--- src/rtl/cfg_pkg.sv ---
// Build-time configuration shared by the stack address-decode pipeline.
package cfg_pkg;

    localparam int ENGS_N = 4;

endpackage : cfg_pkg

--- src/rtl/stk_pkg.sv ---
// Common types for the stack pipeline: engine id width and engine id type.
package stk_pkg;

    import cfg_pkg::*;

    localparam int ENGID_W = (ENGS_N > 1) ? $clog2(ENGS_N) : 1;

    typedef logic [ENGID_W-1:0] engid_t;

endpackage : stk_pkg

--- src/rtl/stk_rr_arb.sv ---
// Combinational round-robin arbiter: searches the request vector starting at
// the supplied pointer and returns a one-hot grant plus the pointer to use
// after that grant. The pointer register itself lives in the parent.
module stk_rr_arb #(
    parameter int W     = 4,
    parameter int PTR_W = (W > 1) ? $clog2(W) : 1
) (
    input  logic [W-1:0]     req,
    input  logic [PTR_W-1:0] ptr,
    input  logic             en,
    output logic [W-1:0]     gnt,
    output logic [PTR_W-1:0] nxt_ptr
);

    logic [PTR_W:0]   idx_ext;
    logic [PTR_W-1:0] idx;
    logic             found;

    // Walk the requesters from ptr upward with explicit wrap so non-power-of-two W works.
    always_comb begin
        gnt     = '0;
        nxt_ptr = ptr;
        found   = 1'b0;
        idx_ext = '0;
        idx     = '0;
        for (int i = 0; i < W; i++) begin
            idx_ext = {1'b0, ptr} + (PTR_W+1)'(i);
            if (idx_ext >= (PTR_W+1)'(W)) begin
                idx_ext = idx_ext - (PTR_W+1)'(W);
            end
            idx = idx_ext[PTR_W-1:0];
            if (en && !found && req[idx]) begin
                found    = 1'b1;
                gnt[idx] = 1'b1;
                if (idx == PTR_W'(W - 1)) begin
                    nxt_ptr = '0;
                end else begin
                    nxt_ptr = idx + PTR_W'(1);
                end
            end
        end
    end

endmodule : stk_rr_arb

--- src/rtl/stk_pipe_ad_iss.sv ---
// Issue stage of the stack address-decode pipeline: picks the invalidation
// request or one eligible engine command per cycle and loads it into a
// registered slot, while tracking which engines are currently active.
module stk_pipe_ad_iss
    import stk_pkg::*;
#(
    parameter int ENGS_N  = cfg_pkg::ENGS_N,
    parameter int ENGID_W = stk_pkg::ENGID_W
) (
    input  logic               clk,
    input  logic               arst_n,
    input  logic               i_inv_req,
    input  logic [ENGID_W-1:0] i_inv_engid,
    output logic               o_inv_ack,
    input  logic [ENGS_N-1:0]  i_eng_req,
    output logic [ENGS_N-1:0]  o_eng_ack,
    input  logic [ENGS_N-1:0]  i_active_set_d,
    input  logic [ENGS_N-1:0]  i_active_clr_d,
    output logic [ENGS_N-1:0]  o_active_r,
    input  logic               i_pipe_stall,
    output logic               o_pipe_vld_r,
    output logic [ENGID_W-1:0] o_pipe_engid_r,
    output logic               o_pipe_isinv_r
);

    logic [ENGS_N-1:0]  active_r;
    logic [ENGID_W-1:0] rr_ptr_r;
    logic [ENGID_W-1:0] arb_nxt_ptr;
    logic [ENGS_N-1:0]  eng_elig;
    logic [ENGS_N-1:0]  eng_gnt;
    logic [ENGID_W-1:0] gnt_id;
    logic               can_iss;
    logic               eng_en;
    logic               eng_any;

    // A same-cycle set pulse already blocks the engine; invalidation always outranks engines.
    always_comb begin
        can_iss   = ~o_pipe_vld_r | ~i_pipe_stall;
        eng_elig  = i_eng_req & ~active_r & ~i_active_set_d;
        o_inv_ack = arst_n & can_iss & i_inv_req;
        eng_en    = arst_n & can_iss & ~i_inv_req;
    end

    stk_rr_arb #(
        .W     (ENGS_N),
        .PTR_W (ENGID_W)
    ) u_rr_arb (
        .req     (eng_elig),
        .ptr     (rr_ptr_r),
        .en      (eng_en),
        .gnt     (eng_gnt),
        .nxt_ptr (arb_nxt_ptr)
    );

    // Turn the one-hot engine grant into the engine id written into the slot.
    always_comb begin
        gnt_id = '0;
        for (int k = 0; k < ENGS_N; k++) begin
            if (eng_gnt[k]) begin
                gnt_id = gnt_id | ENGID_W'(k);
            end
        end
    end

    assign eng_any    = |eng_gnt;
    assign o_eng_ack  = eng_gnt;
    assign o_active_r = active_r;

    // Active vector, round-robin pointer and pipeline slot; set beats clear on the same bit.
    always_ff @(posedge clk) begin
        if (!arst_n) begin
            active_r       <= '0;
            rr_ptr_r       <= '0;
            o_pipe_vld_r   <= 1'b0;
            o_pipe_engid_r <= '0;
            o_pipe_isinv_r <= 1'b0;
        end else begin
            active_r <= (active_r & ~i_active_clr_d) | i_active_set_d;
            if (eng_any) begin
                rr_ptr_r <= arb_nxt_ptr;
            end
            if (o_inv_ack) begin
                o_pipe_vld_r   <= 1'b1;
                o_pipe_engid_r <= i_inv_engid;
                o_pipe_isinv_r <= 1'b1;
            end else if (eng_any) begin
                o_pipe_vld_r   <= 1'b1;
                o_pipe_engid_r <= gnt_id;
                o_pipe_isinv_r <= 1'b0;
            end else if (!i_pipe_stall) begin
                o_pipe_vld_r <= 1'b0;
            end
        end
    end

endmodule : stk_pipe_ad_iss

--- config.mk ---
export PLATFORM = sky130hd
export DESIGN_NAME = stk_pipe_ad_iss
export DESIGN_NICKNAME = d
export VERILOG_FILES = /design/src/rtl/cfg_pkg.sv /design/src/rtl/stk_pkg.sv /design/src/rtl/stk_rr_arb.sv /design/src/rtl/stk_pipe_ad_iss.sv
export SDC_FILE = /design/constraint.sdc
export NUM_CORES = 1
export LEC_CHECK = 0
export ABC_AREA = 1
export CORE_AREA = 2 2 51 53
export DETAILED_ROUTE_END_ITERATION = 10
export DIE_AREA = 0 0 53 55
export PLACE_DENSITY = 0.85
export SETUP_SLACK_MARGIN = 0.05
export SYNTH_ARGS = -nofsm -noshare
export SYNTH_HDL_FRONTEND = slang
export SYNTH_HIERARCHICAL = 1
export SYNTH_SLANG_ARGS = --single-unit
--- constraint.sdc ---
create_clock -name clk -period 3.1 [get_ports clk]
set_clock_uncertainty 0.1 [all_clocks]
set_input_delay 0.93 -clock clk [delete_from_list [all_inputs] [get_ports clk]]
set_output_delay 0.93 -clock clk [all_outputs]
set_load 0.005 [all_outputs]
# ---- After elaboration in Yosys (flattened, before gate mapping)
# Index checks and enable logic that the tools add are counted.
# Widths: inputs -> output; s select.
dict set report totals {
  wordCells 113
  ff_bits 10
  output_inout_bits 13
}
dict set report classes {
  bitwise 17
  n_eq_ne 5
  add_sub_neg 11
  reduce_logical 18
  n_lt_le_gt_ge 12
  mux 45
}
# operator count
set op_table {}
lappend op_table {{$mux 2} 16}
lappend op_table {{$mux 1} 17}
lappend op_table {{$mux 4} 4}
lappend op_table {{$or 4x4->4} 4}
lappend op_table {{$and 4x4->4} 3}
lappend op_table {{$lt 2x3->1 const B} 4}
lappend op_table {{$not 4->4} 3}
lappend op_table {{$logic_and 1x1->1} 11}
lappend op_table {{$ge 3x3->1 const B} 3}
lappend op_table {{$add 2x1->2 const B} 4}
lappend op_table {{$bmux 1 s2} 4}
lappend op_table {{$demux 1 s2} 4}
lappend op_table {{$eq 2x2->1 const B} 4}
lappend op_table {{$ge 2x1->1 const B} 4}
lappend op_table {{$sub 2x1->2 const B} 4}
lappend op_table {{$add 2x2->3 const B} 2}
lappend op_table {{$reduce_bool 4->1} 1}
lappend op_table {{$reduce_or 4->1} 1}
lappend op_table {{$add 2x1->3 const B} 1}
lappend op_table {{$and 1x1->1} 3}
lappend op_table {{$ge 2x3->1 const B} 1}
lappend op_table {{$logic_not 1->1} 3}
lappend op_table {{$ne 3x2->1 const B} 1}
lappend op_table {{$not 1->1} 3}
lappend op_table {{3 further kinds} 3}

# ---- Logic depth before layout (Yosys ltp)
dict set report logic_depth {
  depth_word 24
  depth_mapped 18
}

# ---- Modules after synthesis
# The synthesis kept the hierarchy.
# mod area_each_um2 cells_each n_inst
set by_module_without_submodules {}
lappend by_module_without_submodules {stk_rr_arb 525.5 97 1}
lappend by_module_without_submodules {stk_pipe_ad_iss 491.7 72 1}

# ---- Worst setup path after synthesis
# No wires, ideal clock.
dict set report synth_path {
  path_kind {input to output}
  startpoint {in arst_n}
  endpoint {out o_eng_ack[2]}
  path_stages 9
  slack_ns 0.132
  t_required_ns 2.070
  arrival_time_ns 1.938
  path_cell_list {buf_6 > nand2_1 > nor2_1 > nand2_1 > inv_1 > nand3_1 > o21ai_0 > nor2_1 > nand2_1}
}
dict set report synth_between {
  elab_chain_len 16
}
# element line_no
set synth_rtl {}
lappend synth_rtl {{start: declaration} stk_pipe_ad_iss.sv:11} ;# input logic arst_n,
lappend synth_rtl {{$and 1x1->1 * (2 in a row)} stk_pipe_ad_iss.sv:41} ;# eng_en = arst_n & can_iss & ~i_inv_req;
lappend synth_rtl {{net eng_en} stk_pipe_ad_iss.sv:33} ;# logic eng_en;
lappend synth_rtl {{$logic_and 1x1->1} stk_rr_arb.sv:32} ;# if (en && !found && req[idx]) begin
lappend synth_rtl {{$mux 1} stk_rr_arb.sv:32}
lappend synth_rtl {{$logic_not 1->1} stk_rr_arb.sv:32}
lappend synth_rtl {{$logic_and 1x1->1 (2 in a row)} stk_rr_arb.sv:32}
lappend synth_rtl {{$mux 1} stk_rr_arb.sv:32}
lappend synth_rtl {{$logic_not 1->1} stk_rr_arb.sv:32}
lappend synth_rtl {{$logic_and 1x1->1 (2 in a row)} stk_rr_arb.sv:32}
lappend synth_rtl {{$mux 1} stk_rr_arb.sv:32}
lappend synth_rtl {{$logic_not 1->1} stk_rr_arb.sv:32}
lappend synth_rtl {{$logic_and 1x1->1 (2 in a row)} stk_rr_arb.sv:32}
lappend synth_rtl {{$mux 4 *} stk_rr_arb.sv:32}
lappend synth_rtl {{end: declaration} stk_pipe_ad_iss.sv:16} ;# output logic [ENGS_N-1:0] o_eng_ack,
# Mark *: on every way through the listed nets, which the timed path passes. The rest lies on a longest branch.

# ---- Worst setup path after layout
dict set report layout_path {
  startpoint {in i_active_set_d[2]}
  endpoint {out o_eng_ack[3]}
}
dict set report layout_between {
  elab_chain_len 18
}
# element line_no
set layout_rtl {}
lappend layout_rtl {{start: declaration} stk_pipe_ad_iss.sv:17} ;# input logic [ENGS_N-1:0] i_active_set_d,
lappend layout_rtl {{$not 4->4 *} stk_pipe_ad_iss.sv:39} ;# eng_elig = i_eng_req & ~active_r & ~i_active_set_d;
lappend layout_rtl {{$and 4x4->4 *} stk_pipe_ad_iss.sv:39}
lappend layout_rtl {{net eng_elig[2]} stk_pipe_ad_iss.sv:29} ;# logic [ENGS_N-1:0] eng_elig;
lappend layout_rtl {{$bmux 1 s2} stk_rr_arb.sv:32}
lappend layout_rtl {{$mux 1 (implied by the code)} stk_rr_arb.sv:32}
lappend layout_rtl {{$logic_and 1x1->1} stk_rr_arb.sv:32}
lappend layout_rtl {{$mux 1} stk_rr_arb.sv:32}
lappend layout_rtl {{$logic_not 1->1} stk_rr_arb.sv:32}
lappend layout_rtl {{$logic_and 1x1->1 (2 in a row)} stk_rr_arb.sv:32}
lappend layout_rtl {{$mux 1} stk_rr_arb.sv:32}
lappend layout_rtl {{$logic_not 1->1} stk_rr_arb.sv:32}
lappend layout_rtl {{$logic_and 1x1->1 (2 in a row)} stk_rr_arb.sv:32}
lappend layout_rtl {{$mux 1} stk_rr_arb.sv:32}
lappend layout_rtl {{$logic_not 1->1} stk_rr_arb.sv:32}
lappend layout_rtl {{$logic_and 1x1->1 (2 in a row)} stk_rr_arb.sv:32}
lappend layout_rtl {{$mux 4 *} stk_rr_arb.sv:32}
# Mark *: on every way through the listed nets, which the timed path passes. The rest lies on a longest branch. The select of a mux whose other input is x is not followed.

==> results.md <==
* Outcome: finished, violations left
* Failing checks: negative setup slack
* VDD IR-drop max at 0.438 mV
* Metal3 WL at 573 um
* Synth Cell Area at 0.00102 mm2
* Diode count at 0
* Vias per cell at 6.01
* Place WS at -0.959 ns
* Cells after synthesis at roughly 170
* HP Class: reg -> reg
* Placed Cells at about 250
* Hold Slack at 0.422 ns
* PnR worst setup slack at -0.410 ns
* Max-slew violations at 0
* Routed Antenna Nets at 0
* Pin count of the biggest net entering global routing at 11
* Metal-1 WL at 1810 um
* Critical path arrival at 2.48 ns
* CTS Buffer Depth at 2
* Worst r2r src: rr_ptr_r[0]
* Global-route wire length before repair at 7420 um
* Met2 WL at 2680 um
* GP Congestion at 0.911
* Syn_nets at 192
* Via count at 1694
* Internal power at 515 uW
* Slew @ Worst Pin at 0.271 ns
* Total core area at 0.00236 mm2
* R2r setup slk at between 0.1 and 0.15 ns
* Crit start category: primary input
* # fillers at 139
* Reg clk slew, reported paths at 0.08 ns
* Combinational fraction of design power at 0.726
* Slew HR at 0.819
* DRC viols at 0
* Reg2reg end: rr_ptr_r[1]
* Hold Path End: o_pipe_engid_r[1]
* Final worst path period need at 3.51 ns
* TritonCTS clock tree: yes
* Chip Width at 53 um
* CP Capture Type: primary output
* Post-synth top area share at 0.197
* Synth Area in Adders at 0.0615
* Later-pin clock latency in the skew report at approximately 0.29 ns
* Pre-Repair DR Iteration Count at 5
* Worst reg-to-reg path cell count at 17
* CP Class: in -> out
* Final nets at 277
* Register area share after synthesis at 0.197
* Power Dens Cells at between 500 and 600 mW/mm2
* Final cell count without fillers at 282
* Clk pwr share at 0.105
* Final wirelength at 5630 um
* DPL Wire Length at 2040 um
* Vias in the first global route at 1568
* Root buf cell: clkbuf_4
* DRT iter0 DRCs at 103
* Static Leak at 0.00103 uW
* Worst Path Required at 2.07 ns
* Initial antenna violation count at 0
* Main combinational cell family by area after synthesis: simple AND/OR/NAND/NOR gates
* Gr usage total at 0.367
* Clock sinks at 10
* CTS buffer count at 3
* Synth warn at 6
* # setup viols final at 6
* FP Rows at 18
* Post-Synth XOR/XNOR Area at 0.00861
* Layout area overhead at 84.1%
* H-tree level count at 1
* Final period utilization at 1.13
* Highest metal used: met4
* Synth cell types at 25
* WL/cell at around 20 um
* RSZ-0062 raised after global routing: true
* Worst hold stages at 2
* Max Cap Viol at 0
* Starting Density at 0.430
* Crit-path max FO at 4
* Die height at between 50 and 60 um
* Biggest area consumer among synthesized cells: dfxtp_1
* Synthesized area per cell at 6.02 um2
* Yosys reg bits at 10
* Switch Pwr at 536 uW
* FMAX at 0.285 GHz
* Global route total overflow at 0
* Die area at 0.00292 mm2
* Largest cells by area after synthesis: dfxtp_1 (20%), nand2_1 (19%), inv_1 (10%)
* Mux cell area share after synthesis at 0
* Sequential Power Share at 0.169
* Synth Area in Compound Gates at 0.0800
* Share of layout cells above drive strength 1 at 0.437
* Num ports at 31
* Sw Ratio at 0.510
* Final Hold Fails at 0
* Post-synthesis simple-gate area fraction at 0.512
* Min-delay src: o_pipe_engid_r[1]
* IO Port Bufs at 30
==> worst max-delay path by stage <==
stage / slack, ns / cells after the start / from / to
after CTS: -0.16 / 13 / i_eng_req[2] / o_eng_ack[3]
after detailed placement: -0.96 / 12 / i_active_set_d[2] / o_eng_ack[1]
after global placement: -0.87 / 11 / i_active_set_d[2] / o_eng_ack[0]
final: -0.41 / 13 / i_active_set_d[2] / o_eng_ack[3]
after global routing: -0.42 / 13 / i_active_set_d[2] / o_eng_ack[3]
after floorplan: 0.13 / 9 / arst_n / o_eng_ack[2]
==> power by group through the flow <==
stage | clock (uW) | sequential (uW) | combinational (uW)
3_5_place_dp | 0 | 172 | 531
4_1_cts | 93.3 | 170 | 611
5_1_grt | 111 | 178 | 800
2_1_floorplan | 0 | 175 | 332
3_3_place_gp | 0 | 171 | 526
6_report | 110 | 177 | 763
==> state kept, by name (all words and copies together), names as in the netlist <==
signal	flops
rr_ptr_r	2
o_active_r	4
o_pipe_isinv_r	1
o_pipe_vld_r	1
o_pipe_engid_r	2
==> layer usage <==
metal	track usage	vias to the layer above
met5	0	-
met4	0.278	0
met3	0.0645	58
met2	0.663	174
met1	0.381	766
li1	-	696
==> through the flow <==
stage                util  total power, uW  instance area [um2]  setup TNS [ns]
floorplan               -              507                 1020               0
global placement    0.630              696                 1490           -4.15
finish              0.792             1050                 1870           -1.30
detailed placement  0.630              703                 1490           -5.37
CTS                 0.749              875                 1770          -0.581
global route        0.792             1090                 1870           -1.58
==> final cells by class <==
class / count / area [um2] / area share
multi-input combinational: 126 / 823 / 0.440
timing repair buffer: 82 / 663 / 0.354
sequential: 10 / 200 / 0.107
inverter: 31 / 126 / 0.0675
tap: 30 / 37.5 / 0.0200
clock buffer: 3 / 22.5 / 0.0120
==> placed cells by master (no fill, tap or decap) <==
master           netlist  routed
buf_4                  0      50
clkdlybuf4s50_1        0      15
a21oi_1                6       5
nor2_8                 1       1
o21ai_1                0       2
o21ai_0                7       5
buf_2                  0       4
inv_6                  1       1
inv_2                  3       7
clkdlybuf4s15_1        0       2
buf_8                  0       1
nand4_1                4       4
nand2_4                2       8
dlygate4sd2_1          0       2
o21ai_4                0       1
clkbuf_4               0       3
clkbuf_2               0       4
nand2_1               51      43
nor2_1                16      10
dfxtp_1               10      10
inv_1                 27      21
nor3b_4                0       1
ha_1                   5       5
inv_4                  0       2
xnor2_1                1       1
or2_0                  1       1
nand3b_1               2       2
a21o_1                 1       1
buf_6                  2       4
nand2_2                6       8
nand3_1               16      13
nand3_4                1       5
a21oi_4                0       1
nor2_4                 1       3
nor2_2                 1       5
nand3_2                2       1
==> logic make-up (layout without fill, tap and decap cells) <==
kind of cell	Yosys count	after routing
AND/OR/NAND/NOR	105	105
flip-flops	10	10
AO/OA/AOI/OAI	15	15
buffers and inverters	33	116
XOR/XNOR	1	1
adder cells (fa/ha/maj)	5	5
==> critical path: stages <==
cell and delay [ns]:
buf_8 0.10, nor3b_4 0.25, buf_6 0.14, nand2_4 0.06, nand3_4 0.09, nand2_4 0.07
nand2_4 0.10, nor2_8 0.05, nand2_4 0.09, nor2_1 0.05, nor2_1 0.22, nand2_1 0.16
buf_2 0.16
==> cell usage after synthesis, drive strengths merged <==
| master | instances |
|---|---|
| inv | 31 |
| nand2 | 59 |
| xnor2 | 1 |
| nor2 | 19 |
| o21ai | 8 |
| dfxtp | 10 |
| or2 | 1 |
| a21o | 1 |
| ha | 5 |
| nand3b | 2 |
| nand3 | 19 |
| a21oi | 6 |
| buf | 2 |
| nand4 | 4 |
| nor3b | 1 |
==> repair_timing <==
action	CTS	global route
resized for setup	64	32
setup buffers	28	5
pin swaps	30	20
hold buffers	0	0
endpoints found under the setup margin	10	11
Note: power is estimated with default switching activity, not from simulation.
